===== src/rtl/ps2_scan_rx_pkg.sv =====
// Shared scan-code constants, receiver state type and frame parity helper
// for the PS/2 keyboard receive path.
`timescale 1ns/1ps
package ps2_scan_rx_pkg;

  localparam logic [7:0] P_SCAN_ENTER     = 8'h5A;
  localparam logic [7:0] P_SCAN_BACKSPACE = 8'h66;
  localparam logic [7:0] P_SCAN_BREAK     = 8'hF0;
  localparam logic [7:0] P_SCAN_EXT       = 8'hE0;

  typedef enum logic [1:0] {
    ST_IDLE,
    ST_DATA,
    ST_PARITY,
    ST_STOP
  } rx_state_t;

  // PS/2 uses odd parity across the eight data bits plus the parity bit.
  function automatic logic frame_parity_ok(input logic [7:0] data, input logic par);
    return ^{data, par};
  endfunction

endpackage


===== src/rtl/ps2_scan_rx_line_filter.sv =====
// Two-flop synchroniser followed by a level debouncer: the output follows
// the synced input only after LEN consecutive differing samples.
`timescale 1ns/1ps
module ps2_line_filter #(
  parameter int unsigned LEN  = 8,
  parameter logic        INIT = 1'b1
) (
  input  logic clk,
  input  logic reset,
  input  logic raw,
  output logic filt
);

  localparam int unsigned CW = (LEN > 2) ? $clog2(LEN) : 1;
  localparam logic [CW-1:0] CNT_LAST = CW'(LEN - 1);

  logic [1:0]    sync;
  logic [CW-1:0] cnt;

  always_ff @(posedge clk) begin
    if (reset) begin
      sync <= {2{INIT}};
      cnt  <= '0;
      filt <= INIT;
    end else begin
      sync <= {sync[0], raw};
      if (sync[1] == filt) begin
        cnt <= '0;
      end else if (cnt == CNT_LAST) begin
        filt <= sync[1];
        cnt  <= '0;
      end else begin
        cnt <= cnt + CW'(1);
      end
    end
  end

endmodule


===== src/rtl/ps2_scan_rx.sv =====
// PS/2 device-to-host receiver: deframes 11-bit frames, checks parity/stop,
// strips break/extended prefixes and presents held make codes with a strobe.
`timescale 1ns/1ps
module ps2_scan_rx
  import ps2_scan_rx_pkg::*;
#(
  parameter int unsigned FILTER_LEN     = 8,
  parameter int unsigned TIMEOUT_CYCLES = 50000
) (
  input  logic       CLK,
  input  logic       RESET,
  input  logic       PS2_CLK,
  input  logic       PS2_DATA,
  output logic [7:0] SCAN_CODE,
  output logic       SCAN_EXT,
  output logic       SCAN_READY,
  output logic       FRAME_ERR
);

  localparam int unsigned TW = (TIMEOUT_CYCLES > 2) ? $clog2(TIMEOUT_CYCLES) : 1;
  localparam logic [TW-1:0] TO_LAST = TW'(TIMEOUT_CYCLES - 1);

  logic ps2_clk_f;
  logic ps2_data_f;
  logic clk_prev;
  logic sample;

  ps2_line_filter #(.LEN(FILTER_LEN), .INIT(1'b1)) u_clk_filt (
    .clk   (CLK),
    .reset (RESET),
    .raw   (PS2_CLK),
    .filt  (ps2_clk_f)
  );

  ps2_line_filter #(.LEN(1), .INIT(1'b1)) u_data_filt (
    .clk   (CLK),
    .reset (RESET),
    .raw   (PS2_DATA),
    .filt  (ps2_data_f)
  );

  assign sample = clk_prev & ~ps2_clk_f;

  rx_state_t     state, state_n;
  logic [2:0]    bit_cnt, bit_cnt_n;
  logic [7:0]    shreg, shreg_n;
  logic          par, par_n;
  logic [TW-1:0] to_cnt, to_cnt_n;
  logic          brk, brk_n;
  logic          ext, ext_n;
  logic [7:0]    code_n;
  logic          code_ext_n;
  logic          ready_n;
  logic          err_n;

  always_ff @(posedge CLK) begin
    if (RESET) begin
      clk_prev   <= 1'b1;
      state      <= ST_IDLE;
      bit_cnt    <= '0;
      shreg      <= '0;
      par        <= 1'b0;
      to_cnt     <= '0;
      brk        <= 1'b0;
      ext        <= 1'b0;
      SCAN_CODE  <= '0;
      SCAN_EXT   <= 1'b0;
      SCAN_READY <= 1'b0;
      FRAME_ERR  <= 1'b0;
    end else begin
      clk_prev   <= ps2_clk_f;
      state      <= state_n;
      bit_cnt    <= bit_cnt_n;
      shreg      <= shreg_n;
      par        <= par_n;
      to_cnt     <= to_cnt_n;
      brk        <= brk_n;
      ext        <= ext_n;
      SCAN_CODE  <= code_n;
      SCAN_EXT   <= code_ext_n;
      SCAN_READY <= ready_n;
      FRAME_ERR  <= err_n;
    end
  end

  always_comb begin
    state_n    = state;
    bit_cnt_n  = bit_cnt;
    shreg_n    = shreg;
    par_n      = par;
    to_cnt_n   = to_cnt;
    brk_n      = brk;
    ext_n      = ext;
    code_n     = SCAN_CODE;
    code_ext_n = SCAN_EXT;
    ready_n    = 1'b0;
    err_n      = 1'b0;

    // A falling edge in the same cycle as the timeout limit restarts the count.
    if (state != ST_IDLE && !sample && to_cnt == TO_LAST) begin
      err_n    = 1'b1;
      brk_n    = 1'b0;
      ext_n    = 1'b0;
      to_cnt_n = '0;
      state_n  = ST_IDLE;
    end else begin
      if (state == ST_IDLE || sample) begin
        to_cnt_n = '0;
      end else begin
        to_cnt_n = to_cnt + TW'(1);
      end

      unique case (state)
        ST_IDLE: begin
          if (sample && !ps2_data_f) begin
            state_n   = ST_DATA;
            bit_cnt_n = '0;
          end
        end
        ST_DATA: begin
          if (sample) begin
            shreg_n   = {ps2_data_f, shreg[7:1]};
            bit_cnt_n = bit_cnt + 3'd1;
            if (bit_cnt == 3'd7) state_n = ST_PARITY;
          end
        end
        ST_PARITY: begin
          if (sample) begin
            par_n   = ps2_data_f;
            state_n = ST_STOP;
          end
        end
        ST_STOP: begin
          if (sample) begin
            state_n = ST_IDLE;
            if (ps2_data_f && frame_parity_ok(shreg, par)) begin
              if (shreg == P_SCAN_BREAK) begin
                brk_n = 1'b1;
              end else if (shreg == P_SCAN_EXT) begin
                ext_n = 1'b1;
              end else if (brk) begin
                brk_n = 1'b0;
                ext_n = 1'b0;
              end else begin
                code_n     = shreg;
                code_ext_n = ext;
                ready_n    = 1'b1;
                ext_n      = 1'b0;
              end
            end else begin
              err_n = 1'b1;
              brk_n = 1'b0;
              ext_n = 1'b0;
            end
          end
        end
        default: state_n = ST_IDLE;
      endcase
    end
  end

endmodule


===== config.mk =====
export PLATFORM = sky130hd
export DESIGN_NAME = ps2_scan_rx
export DESIGN_NICKNAME = d
export VERILOG_FILES = /design/src/rtl/ps2_scan_rx_pkg.sv /design/src/rtl/ps2_scan_rx_line_filter.sv /design/src/rtl/ps2_scan_rx.sv
export SDC_FILE = /design/constraint.sdc
export NUM_CORES = 1
export LEC_CHECK = 0
export BUFFER_PORTS_ARGS = -buffer_cell sky130_fd_sc_hd__buf_2
export CAP_MARGIN = 20
export CORE_ASPECT_RATIO = 0.9
export CORE_MARGIN = 8
export CORE_UTILIZATION = 54
export CTS_CLUSTER_DIAMETER = 50
export DETAILED_ROUTE_END_ITERATION = 6
export PLACE_DENSITY = 0.79
export SYNTH_ARGS = -nofsm -noshare
export SYNTH_HDL_FRONTEND = slang
export SYNTH_SLANG_ARGS = --single-unit

===== constraint.sdc =====
create_clock -name CLK -period 1.89 [get_ports CLK]
set_clock_uncertainty 0.15 [all_clocks]
set_input_delay 0.189 -clock CLK [delete_from_list [all_inputs] [get_ports CLK]]
set_output_delay 0.189 -clock CLK [all_outputs]
set_load 0.1 [all_outputs]

* Word-level counts from Yosys, hierarchy flattened
Index checks and enable logic that the tools add are counted.
** Word-level totals
- Bits in registers :: 54
- Bits of input ports :: 4
- Output and inout bits :: 11
- Logic and storage cells :: 96
** Operators by class
- Add/subtract/negate cells :: 4
- Equality and inequality tests :: 17
- Mux-type cells :: 20
- Bitwise operators :: 12
- Reductions and logical operators :: 25
** Operator list (count)
- $add 16x1->16 const B :: 1
- $eq 16x16->1 const B :: 1
- $eq 8x8->1 const B :: 2
- $reduce_and 3->1 :: 4
- $mux 1 :: 11
- $not 1->1 :: 11
- $mux 2 :: 5
- $ne 2x2->1 const B :: 5
- $reduce_or 3->1 :: 3
- $reduce_xor 9->1 :: 1
- $pmux 2 s4 :: 1
- $reduce_and 7->1 :: 1
- $reduce_or 7->1 :: 1
- $add 3x1->3 const B :: 2
- $eq 3x3->1 const B :: 2
- $mux 3 :: 2
- $pmux 3 s2 :: 1
- $reduce_and 5->1 :: 1
- $eq 2x2->1 const B :: 2
- $logic_and 1x1->1 :: 4
- $reduce_and 2->1 :: 2
- $reduce_and 4->1 :: 1
- $reduce_bool 2->1 :: 2
- $ne 3x3->1 const B :: 1
- other kinds (9) :: 11

* Logic depth before layout (Yosys ltp)
Gate-level depths: netlist (run 1).
- Word-level depth :: 7
- Depth in mapped cells :: 7
- Gate-level depth less buffers :: 6

* Hierarchy
Synthesis (run 1) repeated with hierarchy kept, for this count alone.
** Unflattened totals
- Cell total of the unflattened synthesis :: 248
- Area total of the unflattened synthesis :: 2476.1 sq um
** By module, submodules not included
- ps2_scan_rx :: times used 1, cells an instance 223, area an instance 2158.3 sq um, sequential area each 880.8 sq um
- ps2_line_filter at u_clk_filt :: times used 1, cells an instance 16, area an instance 206.4 sq um, sequential area each 120.1 sq um
- ps2_line_filter at u_data_filt :: times used 1, cells an instance 9, area an instance 111.4 sq um, sequential area each 80.1 sq um

* Least setup slack after synthesis (run 1)
OpenSTA, ideal clock, no wires.
- Kind :: flip-flop to flip-flop
- From :: register state[0]
- To :: register state[1]
- Setup time :: 0.114 ns
- Arrival time :: 1.591 ns
- Data required time :: 1.626 ns
- Setup slack :: 0.035 ns
- Stages on the path, launching flop included :: 7
- Buffers on the path :: 0
- Clock period less this slack :: 1.855 ns
- Cell sequence :: dfxtp_1 inv_1 ha_1 or2_2 a222oi_1 mux2i_1 nor2_1
** Between the ends
- Longest elaborated chain between the ends :: 4
- Elaborated cells between the ends (all ways) :: 15
- Those cells by class :: eq/ne (8); mux (1); reduce/logical (6)
** Ends and longest elaborated chain
- start: declaration :: line ps2_scan_rx.sv:44 : rx_state_t state, state_n;
- start signal: assignment :: line ps2_scan_rx.sv:72 : state <= state_n;
- branches (longest 4 deep; another with $reduce_and 5->1)
Parallel ways; which one is timed is not known.
A chain may end at the register's enable or synchronous reset.

* Worst setup path in the final report (run 1)
- From :: register shreg[1]
- To :: register ext
** Between the ends
- Longest elaborated chain between the ends :: 4
- Elaborated cells between the ends (all ways) :: 9
- Those cells by class :: eq/ne (3); mux (3); reduce/logical (3)
** Ends and longest elaborated chain
- start: declaration :: line ps2_scan_rx.sv:46 : logic [7:0] shreg, shreg_n;
- start signal: assignment :: line ps2_scan_rx.sv:74 : shreg <= shreg_n;
- $eq 8x8->1 / $reduce_xor 9->1 (equally long branches) :: line ps2_scan_rx.sv:139, ps2_scan_rx_pkg.sv:20
- $mux 1 / $logic_and 1x1->1 (equally long branches) :: line ps2_scan_rx.sv:139, ps2_scan_rx.sv:136
- $mux 1 / $ne 2x2->1 (equally long branches)
- $mux 1 / $reduce_and 3->1 (equally long branches)
- end signal: assignment :: line ps2_scan_rx.sv:78 : ext <= ext_n;
- end: declaration :: line ps2_scan_rx.sv:50 : logic ext, ext_n;
Several ways; a longest one is shown, not always the timed one. The select of a mux whose other input is x is not followed.

==> results_dict.tcl, run 1 <==
set metrics [dict create \
    status "completed" \
    number_of_global_route_vias_before_repair 1753 \
    core_area_mm2 0.00443 \
    rsz0062_at_grt "true" \
    final.setup.worst_slack_ps 17.4 \
    cts.htree.levels 2 \
    final.fill_count 348 \
    critical_path_peak_fanout 4 \
    synth_top_area_share_pct 43.7 \
    worstHoldPathType "in2reg" \
    cts_tree "yes" \
    yosys-top-cells-area "sky130_fd_sc_hd__dfxtp_1 (44%), sky130_fd_sc_hd__mux2i_1 (9.7%), sky130_fd_sc_hd__xnor2_1 (5.7%)" \
    yosysWarningCount 0 \
    total_leakage_power_nw 1.14 \
    synth.largest_area_cell "sky130_fd_sc_hd__dfxtp_1" \
    worst-endpoint-arrival_ps 1950 \
    clkLatencyLatePin_ps 300 \
    design.die.area_mm2 0.00701 \
    regToRegStartpoint "shreg[1]" \
    gp_congestion 0.868 \
    num_antenna_cells 0 \
    hold_path_end "to_cnt[0]" \
    synth_edf_count 0 \
    most_common_library_cells_after_synthesis "sky130_fd_sc_hd__dfxtp_1 (54), sky130_fd_sc_hd__nor2_1 (33), sky130_fd_sc_hd__mux2i_1 (24), sky130_fd_sc_hd__nand2b_1 (21), sky130_fd_sc_hd__xnor2_1 (16)" \
    syn_nets 261 \
    hold_path.startpoint "RESET" \
    timing.fmax_mhz 534 \
    worst-endpoint-required_ps 1970 \
    finish.instance_area_mm2 0.00298 \
    start_util_pct 55.9 \
    drt_iter0_markers 146 \
    cts_inserted_buffers 5 \
    synth_cell_type_count 41 \
    synthesis.area_mm2 0.00248 \
    final_cells 345 \
    cts_sink_count 54 \
    finalWirelength_um 4820 \
    die_h_um 80.2 \
    synthesis.area_per_instance_um2 9.98 \
    syn-instance-count 248 \
    initial_antenna_violation_count 0 \
    postSynth.asyncResetShare_pct 0 \
    crit_reg_reg_endpoint "ext" \
    dp_slack_ps 1.92 \
    drt_drc_violations_left 0 \
    routed_via_density 5.29 \
    pin_count_of_the_biggest_net_entering_global_routing 43 \
    fp.dieW_um 87.4 \
    antenna_left 0 \
    vias 1825 \
    synthMostInstantiatedCell "sky130_fd_sc_hd__dfxtp_1" \
    synth_ff_type "sky130_fd_sc_hd__dfxtp_1" \
    cts-root-buf "sky130_fd_sc_hd__clkbuf_8" \
    r2r.worst_path.cells 4 \
    multi_input_area_mm2 0.00141 \
    postPlaceCellArea_mm2 0.00269 \
    reg2reg_slack_ps 20 \
    synth.yosys.seq_area_share_pct 43.7 \
    dpl.hpwl_um 3030 \
    min_path_cells 4 \
    place.port_buffers 14 \
    maxCapViolations 0 \
    worstSetupPathType "reg2reg" \
    period_share_pct 99.1 \
    dr_pass1_iterations 4 \
    layout_min_cycle_time_ps 1870 \
    flow.area_growth_from_synthesis_pct 20.2 \
    top_level_ports 15 \
    critical_path.endpoint_type "flip-flop" \
    grt_overflow_total 0 \
    route.detailed.wl_per_inst_um 14.0 \
    placement_rows 23 \
    p_per_area_mw_per_mm2 727 \
    finalPower_mw 2.16 \
    postSynthRegisterBits 54 \
    critical_path.startpoint_type "flip-flop" \
    final_layout_size_suffix_gt1_share_pct 26.5 \
    clock_tree.buffer_depth 2 \
    ir_worst_vdd_mv 0.549 \
    placed_cells 332 \
    slew_viol_final 0 \
    grt_util_all_layers_pct 13.8 \
    grt_first_pass_wirelength_um 7810 \
    clk_pin_slew_ps 100 \
    report.final.hold_viol_count 0 \
    fin_nets 295 \
    setup-violations-final 0 \
    regArea_mm2 0.00110 \
]
-- critical path, stage by stage (launching register included) --
cell                       delay (ps)
sky130_fd_sc_hd__dfxtp_1          320
sky130_fd_sc_hd__or4_4            590
sky130_fd_sc_hd__nor4_1           300
sky130_fd_sc_hd__mux2i_1          180
sky130_fd_sc_hd__a211oi_1         250
-- what timing repair did --
action / 4_1_cts / 5_1_grt
setup endpoints to repair: 2 / 34
gates resized for setup: 1 / 33
setup buffers: 0 / 2
hold buffers: 2 / 0
endpoints found under the hold margin: 2 / 0
gates cloned: 0 / 1
pin swaps: 0 / 8
-- metrics by stage --
| stage | TNS (ps) | utilization (%) | hold WS, ps |
|---|---|---|---|
| final | 0 | 67.2 | 208 |
| after floorplan | 0 | - | 143 |
| after global placement | 0 | 60.6 | 222 |
| after detailed placement | 0 | 60.6 | 229 |
| after CTS | 0 | 63.7 | 215 |
| after global routing | -358 | 67.2 | 208 |
-- power by group --
| group | internal [mW] | total (mW) | leakage, nW | switching [mW] |
|---|---|---|---|---|
| clock | 0.404 | 0.791 | 0.0591 | 0.387 |
| sequential | 1.16 | 1.18 | 0.440 | 0.0200 |
| combinational | 0.0901 | 0.195 | 0.640 | 0.105 |
| total | 1.65 | 2.16 | 1.14 | 0.512 |
-- worst max path at each step --
stage,from,to,slack [ps],cells after the start
CTS,state[1],SCAN_CODE[4],10,6
floorplan,state[0],state[1],30,6
detailed placement,state[0],state[1],2,7
global placement,state[0],state[1],60,7
global route,state[0],state[1],-70,7
finish,shreg[1],ext,20,4
-- logic make-up (layout without fill, tap and decap cells) --
family,after synthesis,count (layout),synth area share [%]
muxes,24,24,9.70
other,1,1,0.151
DFF,54,54,43.7
and+or+nand+nor,107,107,24.5
buffers and inverters,16,51,3.59
xor gates and xnor gates,22,22,9.50
AOI/OAI and AO/OA,15,15,4.40
adders and majority gates,9,9,4.55
-- routing by layer --
| metal | global-route usage [%] | routed length, um | share of wire, % | up-vias |
|---|---|---|---|---|
| met5 | 0 | 0 | 0 | - |
| met4 | 4.80 | 93 | 1.9 | 0 |
| met3 | 3.87 | 235 | 4.9 | 9 |
| met2 | 22.9 | 2320 | 48 | 44 |
| met1 | 16.7 | 2170 | 45 | 857 |
| li1 | - | - | - | 915 |
-- state kept, by name (all words and copies together), names as in the netlist, 2 cells and up --
signal,count
SCAN_CODE,8
bit_cnt,3
shreg,8
state,2
to_cnt,16
u_clk_filt.cnt,3
u_clk_filt.sync,2
u_data_filt.sync,2
-- final cells by class --
class,instances,area share [%]
clock buffer,5,2.31
tap,62,2.61
clock inverter,3,1.60
sequential,54,36.8
multi-input combinational,178,47.5
timing repair buffer,35,8.07
inverter,8,1.09
-- cells in the final DEF (no fill, tap or decap), types with 2 or more instances in the layout --
master | netlist | routed
sky130_fd_sc_hd__a211o_1 | 2 | 2
sky130_fd_sc_hd__a211oi_1 | 4 | 3
sky130_fd_sc_hd__dfxtp_2 | 0 | 6
sky130_fd_sc_hd__nor2b_1 | 4 | 4
sky130_fd_sc_hd__xnor2_1 | 16 | 16
sky130_fd_sc_hd__nand2_1 | 4 | 4
sky130_fd_sc_hd__xor2_1 | 3 | 3
sky130_fd_sc_hd__inv_6 | 0 | 2
sky130_fd_sc_hd__dfxtp_1 | 54 | 46
sky130_fd_sc_hd__or2_2 | 6 | 6
sky130_fd_sc_hd__buf_2 | 0 | 14
sky130_fd_sc_hd__dfxtp_4 | 0 | 2
sky130_fd_sc_hd__nand4_1 | 3 | 3
sky130_fd_sc_hd__a21oi_1 | 5 | 4
sky130_fd_sc_hd__mux2i_1 | 24 | 23
sky130_fd_sc_hd__nor2_1 | 33 | 33
sky130_fd_sc_hd__nor3_1 | 4 | 4
sky130_fd_sc_hd__ha_1 | 9 | 7
sky130_fd_sc_hd__or4_4 | 2 | 2
sky130_fd_sc_hd__nand3_1 | 7 | 7
sky130_fd_sc_hd__nor4_1 | 7 | 4
sky130_fd_sc_hd__o2111ai_4 | 0 | 2
sky130_fd_sc_hd__nand2b_1 | 21 | 21
sky130_fd_sc_hd__dlygate4sd3_1 | 0 | 2
sky130_fd_sc_hd__nor4_2 | 0 | 3
sky130_fd_sc_hd__inv_1 | 8 | 7
sky130_fd_sc_hd__clkbuf_8 | 0 | 5
sky130_fd_sc_hd__buf_6 | 1 | 2
sky130_fd_sc_hd__buf_4 | 1 | 17
sky130_fd_sc_hd__and2_1 | 5 | 5
sky130_fd_sc_hd__nor2_2 | 2 | 2
Note: power is estimated with default switching activity, not from simulation.
==> run 2: changes to the inputs <==
--- a/config.mk
+++ b/config.mk
@@ -13,6 +13,7 @@
 export CTS_CLUSTER_DIAMETER = 50
 export DETAILED_ROUTE_END_ITERATION = 6
 export PLACE_DENSITY = 0.79
+export RECOVER_POWER = 25
 export SYNTH_ARGS = -nofsm -noshare
 export SYNTH_HDL_FRONTEND = slang
 export SYNTH_SLANG_ARGS = --single-unit
==> run 2 against run 1 <==
First-iteration DRC count is the same; largest power group unchanged; cell count is the same; global-route usage is the same; setup slack lost 6.1 ps; final area is the same; wire length grew 0.33%; flip-flop and latch count is the same; sequential power is essentially flat; critical path depth is the same; sequential share of layout area is the same; critical path type unchanged.
==> results_dict.tcl, run 2 (synthesized netlist as in run 1, its figures left out) <==
set metrics [dict create \
    cts-root-buf "sky130_fd_sc_hd__clkbuf_8" \
    cts.htree.levels 2 \
    grt_first_pass_wirelength_um 7810 \
    placement_rows 23 \
    dpl.hpwl_um 3030 \
    registers.top_by_ff_count "to_cnt" \
    grt_overflow_total 0 \
    routed_via_density 5.31 \
    regToRegStartpoint "shreg[1]" \
    hold_path.startpoint "RESET" \
    cts_sink_count 54 \
    drt_iter0_markers 146 \
    setup-violations-final 0 \
    route.detailed.wl_per_inst_um 14.0 \
    start_util_pct 55.9 \
    clkLatencyLatePin_ps 300 \
    worstSetupPathType "reg2reg" \
    dr_pass1_iterations 5 \
    biggestRegsByFlops "to_cnt x16, SCAN_CODE x8, shreg x8" \
    status "completed" \
    critical_path.startpoint_type "flip-flop" \
    hold_path_end "to_cnt[0]" \
    r2r.worst_path.cells 4 \
    worstHoldPathType "in2reg" \
    fin_nets 295 \
    critical-path-slowest-cell "sky130_fd_sc_hd__or4_4" \
    layout_min_cycle_time_ps 1880 \
    timing.fmax_mhz 532 \
    grt_util_all_layers_pct 13.8 \
    finalWirelength_um 4830 \
    top_level_ports 15 \
    reg2reg_slack_ps 10 \
    critical_path.endpoint_type "flip-flop" \
    num_antenna_cells 0 \
    period_share_pct 99.4 \
    ir_worst_vdd_mv 0.549 \
    maxSlewHeadroom_pct 64.0 \
    p_per_area_mw_per_mm2 727 \
    flow.area_growth_from_synthesis_pct 20.2 \
    final.fill_count 348 \
    worst-endpoint-required_ps 1970 \
    crit_path_cell_trace "or4_4 -> nor4_1 -> mux2i_1 -> a211oi_1" \
    core_area_mm2 0.00443 \
    crit_reg_reg_endpoint "ext" \
    gp_congestion 0.868 \
    vias 1832 \
    slew_viol_final 0 \
    number_of_global_route_vias_before_repair 1753 \
    drt_drc_violations_left 0 \
    cts_inserted_buffers 5 \
    mostFrequentLayoutCells "sky130_fd_sc_hd__dfxtp_1 (46), sky130_fd_sc_hd__nor2_1 (33), sky130_fd_sc_hd__mux2i_1 (23)" \
    clk_pin_slew_ps 100 \
    clock_tree.buffer_depth 2 \
    min_path_cells 4 \
    rsz0062_at_grt "true" \
    antenna_left 0 \
    initial_antenna_violation_count 0 \
    worst_max_slew_pin_slew_ps 542 \
    die_h_um 80.2 \
    max_stage_delay_ps 590 \
    critical_path_buf_inv_count 0 \
    report.final.hold_viol_count 0 \
    total_leakage_power_nw 1.14 \
    maxCapViolations 0 \
    design.die.area_mm2 0.00701 \
    pin_count_of_the_biggest_net_entering_global_routing 43 \
    whs_ps 208 \
    critical_path_peak_fanout 4 \
    worst-endpoint-arrival_ps 1960 \
    largest_register_ffs 16 \
    dp_slack_ps 1.92 \
    mostFrequentLayoutCell "sky130_fd_sc_hd__dfxtp_1" \
    fp.dieW_um 87.4 \
    final_layout_size_suffix_gt1_share_pct 26.5 \
    cts_tree "yes" \
    place.port_buffers 14 \
    final.setup.worst_slack_ps 11.2 \
    worst_path_dominant_cell_family "simple AND/OR/NAND/NOR gates" \
]
-- run 2: cell types whose count changed in the layout (fill, tap and decap cells not counted), sizes merged --
cell | before | now
buf | 33 | 32
clkbuf | 5 | 6
-- run 2: tightest hold or removal path: cells and delay by family --
kind / cells / cell delay [ps]
buffers and inverters: 2 / 270
and+or+nand+nor: 2 / 160
-- run 2: how the worst max path moves through the flow --
| stage | start | endpoint | slack (ps) | cells after the start |
|---|---|---|---|---|
| global placement | state[0] | state[1] | 60 | 7 |
| floorplan | state[0] | state[1] | 30 | 6 |
| global route | state[0] | state[1] | -70 | 7 |
| detailed placement | state[0] | state[1] | 2 | 7 |
| CTS | state[1] | SCAN_CODE[4] | 10 | 6 |
| finish | shreg[1] | ext | 10 | 4 |
-- run 2: layer usage --
metal / vias up / global-route usage, % / wire length (um)
met5: - / 0 / 0
met4: 0 / 4.80 / 93
met3: 9 / 3.87 / 234
met2: 42 / 22.9 / 2330
met1: 865 / 16.7 / 2170
li1: 916 / - / -
-- run 2: area by class of cell --
cell class	instances	area, um^2	area share [%]
multi-input cells	178	1410	47.5
flip-flops and latches	54	1100	36.8
repair buffers	35	240	8.07
well taps	62	77.6	2.61
clock buffers	5	68.8	2.31
clock inverters	3	47.5	1.60
inverters	8	32.5	1.09
-- run 2: power breakdown --
| part | total, mW | switching (mW) | internal, mW |
|---|---|---|---|
| Sequential | 1.18 | 0.0201 | 1.16 |
| Clock | 0.792 | 0.388 | 0.404 |
| Combinational | 0.195 | 0.105 | 0.0901 |
| Total | 2.17 | 0.513 | 1.65 |
-- run 2: repair_timing --
| action | in CTS | in global routing |
|---|---|---|
| pin swaps | 0 | 8 |
| setup endpoints to repair | 2 | 34 |
| setup buffers | 0 | 2 |
| hold endpoints to repair | 2 | 0 |
| hold buffers | 2 | 0 |
| resized for setup | 1 | 33 |
| gates cloned | 0 | 1 |
-- run 2: per-stage QoR --
stage | area [um^2] | util (%) | total power, mW | TNS (ps) | cells
floorplan | 2480 | - | 1.32 | 0 | 248
global placement | 2690 | 60.6 | 1.34 | 0 | 332
detailed placement | 2690 | 60.6 | 1.36 | 0 | 332
CTS | 2820 | 63.7 | 2.15 | 0 | 342
global route | 2980 | 67.2 | 2.27 | -358 | 345
finish | 2980 | 67.2 | 2.17 | 0 | 345
==> run 3: changes to the inputs <==
--- a/config.mk
+++ b/config.mk
@@ -7,10 +7,9 @@
 export LEC_CHECK = 0
 export BUFFER_PORTS_ARGS = -buffer_cell sky130_fd_sc_hd__buf_2
 export CAP_MARGIN = 20
-export CORE_ASPECT_RATIO = 0.9
 export CORE_MARGIN = 8
 export CORE_UTILIZATION = 54
-export CTS_CLUSTER_DIAMETER = 50
+export CTS_CLUSTER_DIAMETER = 120
 export DETAILED_ROUTE_END_ITERATION = 6
 export PLACE_DENSITY = 0.79
 export RECOVER_POWER = 25
==> run 3 against run 2 <==
Flip-flop and latch count is the same; setup slack improved by 16 ps; global-route usage is 1.2 points lower; register-to-register slack gained 20 ps; utilization down 1.7 points; critical path type unchanged.
==> results_dict.tcl, run 3 (synthesized netlist as in run 1, its figures left out) <==
set metrics [dict create \
    critical_path.endpoint_type "flip-flop" \
    grt_busiest_layer "met2" \
    mostFrequentLayoutCells "sky130_fd_sc_hd__dfxtp_1 (49), sky130_fd_sc_hd__nor2_1 (33), sky130_fd_sc_hd__mux2i_1 (23)" \
    regArea_mm2 0.00109 \
    clkLatencyLatePin_ps 300 \
    num_antenna_cells 0 \
    grt_overflow_total 0 \
    top_level_ports 15 \
    fin_tns_setup_ps 0 \
    number_of_global_route_vias_before_repair 1672 \
    die_h_um 83.7 \
    critical_path.startpoint_type "flip-flop" \
    fin_nets 295 \
    vias 1761 \
    cts-root-buf "sky130_fd_sc_hd__clkbuf_8" \
    setup-violations-final 0 \
    finalWirelength_um 4520 \
    clk_pin_slew_ps 90 \
    dpl.hpwl_um 3080 \
    drt_drc_violations_left 0 \
    grt_util_all_layers_pct 12.6 \
    critical_path_peak_fanout 10 \
    mostFrequentLayoutCell "sky130_fd_sc_hd__dfxtp_1" \
    pin_count_of_the_biggest_net_entering_global_routing 43 \
    layout_min_cycle_time_ps 1860 \
    final_layout_size_suffix_gt1_share_pct 23.3 \
    antenna_left 0 \
    grt_util_met2_pct 20.6 \
    period_share_pct 98.6 \
    cts.htree.levels 2 \
    critical_path_buf_inv_count 1 \
    critical-path-slowest-cell "sky130_fd_sc_hd__dfxtp_4" \
    postPlaceCellArea_mm2 0.00269 \
    final.fill_count 353 \
    multi_input_area_mm2 0.00136 \
    finish.instance_area_mm2 0.00287 \
    design.die.area_mm2 0.00701 \
    timing.fmax_mhz 537 \
    cts_tree "yes" \
    p_per_area_mw_per_mm2 704 \
    worstHoldPathType "in2reg" \
    met1_usage_pct 14.5 \
    grt.met3_usage_pct 4.10 \
    status "completed" \
    final_cells 335 \
    largest_register_ffs 16 \
    max_stage_delay_ps 370 \
    routed_via_density 5.26 \
    place.port_buffers 14 \
    gp_congestion 0.757 \
    rsz0062_at_grt "true" \
    worst_path_dominant_cell_family "multiplexers" \
    dr_pass1_iterations 4 \
    report.final.hold_viol_count 0 \
    worstSetupPathType "reg2reg" \
    finish.utilization_pct 65.5 \
    flow.area_growth_from_synthesis_pct 15.9 \
    maxSlewHeadroom_pct 56.2 \
    maxCapViolations 0 \
    core_area_mm2 0.00438 \
    grt_first_pass_wirelength_um 7450 \
    clock_tree.buffer_depth 2 \
    placement_rows 24 \
    biggestRegsByFlops "to_cnt x16, SCAN_CODE x8, shreg x8" \
    cts_inserted_buffers 5 \
    worst_max_slew_pin_slew_ps 657 \
    fp.dieW_um 83.7 \
    worst-endpoint-arrival_ps 1950 \
    worst-endpoint-required_ps 1980 \
    total_leakage_power_nw 1.11 \
    cts_sink_count 54 \
    ir_worst_vdd_mv 0.389 \
    slew_viol_final 0 \
    route.detailed.wl_per_inst_um 13.5 \
    crit_path_cell_trace "ha_2 -> nor4bb_4 -> o2111ai_2 -> mux2i_2 -> buf_6 -> mux2i_1" \
    placed_cells 324 \
    drt_iter0_markers 85 \
    initial_antenna_violation_count 0 \
    start_util_pct 56.5 \
    registers.top_by_ff_count "to_cnt" \
]
-- run 3: cell count changes in the layout (fill, tap and decap cells not counted), sizes merged --
| cell | change |
|---|---|
| clkinv | +1 |
| clkbuf | +7 |
| buf | -5 |
| inv | -2 |
| bufinv | -1 |
-- run 3: area by class of cell --
class,count,share of cell area (%)
multi-input combinational,178,47.4
sequential,54,38.0
timing repair buffer,35,8.11
clock buffer,7,3.01
tap,52,2.27
inverter,8,1.05
clock inverter,1,0.174
-- run 3: metal layers --
layer / wire length (um) / vias to the layer above
met3: 189 / 6
met4: 56 / 0
met5: 0 / -
met1: 2080 / 823
li1: - / 908
met2: 2190 / 24
-- run 3: final timing paths --
path	start	endpoint	slack (ps)	cells after the start
max reg2reg	state[0]	SCAN_CODE[0]	30	6
min	RESET	to_cnt[0]	250	4
min reg2reg	u_data_filt.sync[0]	u_data_filt.sync[1]	260	1
max	state[0]	SCAN_CODE[0]	30	6
-- run 3: per-stage QoR --
| stage | hold WS, ps | power, mW | setup slack [ps] |
|---|---|---|---|
| 2_1_floorplan | 143 | 1.32 | 34.7 |
| 3_3_place_gp | 222 | 1.36 | 58.7 |
| 3_5_place_dp | 226 | 1.37 | -66.9 |
| 4_1_cts | 212 | 2.04 | 2.10 |
| 5_1_grt | 285 | 2.11 | -98.7 |
| 6_report | 249 | 2.02 | 27.3 |
-- run 3: power by group --
| part | switching, mW | internal (mW) |
|---|---|---|
| combinational | 0.107 | 0.0918 |
| clock | 0.354 | 0.296 |
| sequential | 0.0137 | 1.16 |
| total | 0.474 | 1.55 |
-- run 3: worst register-to-register path: cells and delay by family, from the launching register on --
kind            cells  cell delay (ps)
compound gates      1              180
fa+ha+maj           1              190
buf+inv             1              190
flops               1              370
mux                 2              410
simple gates        1              290
-- run 3: repair_timing --
action                                 in CTS  in global routing
endpoints found under the hold margin       2                  0
setup endpoints to repair                   5                 27
setup buffers                               1                  0
gates cloned                                0                  0
hold buffers                                2                  0
gates resized for setup                     2                 17
pin swaps                                   0                  5
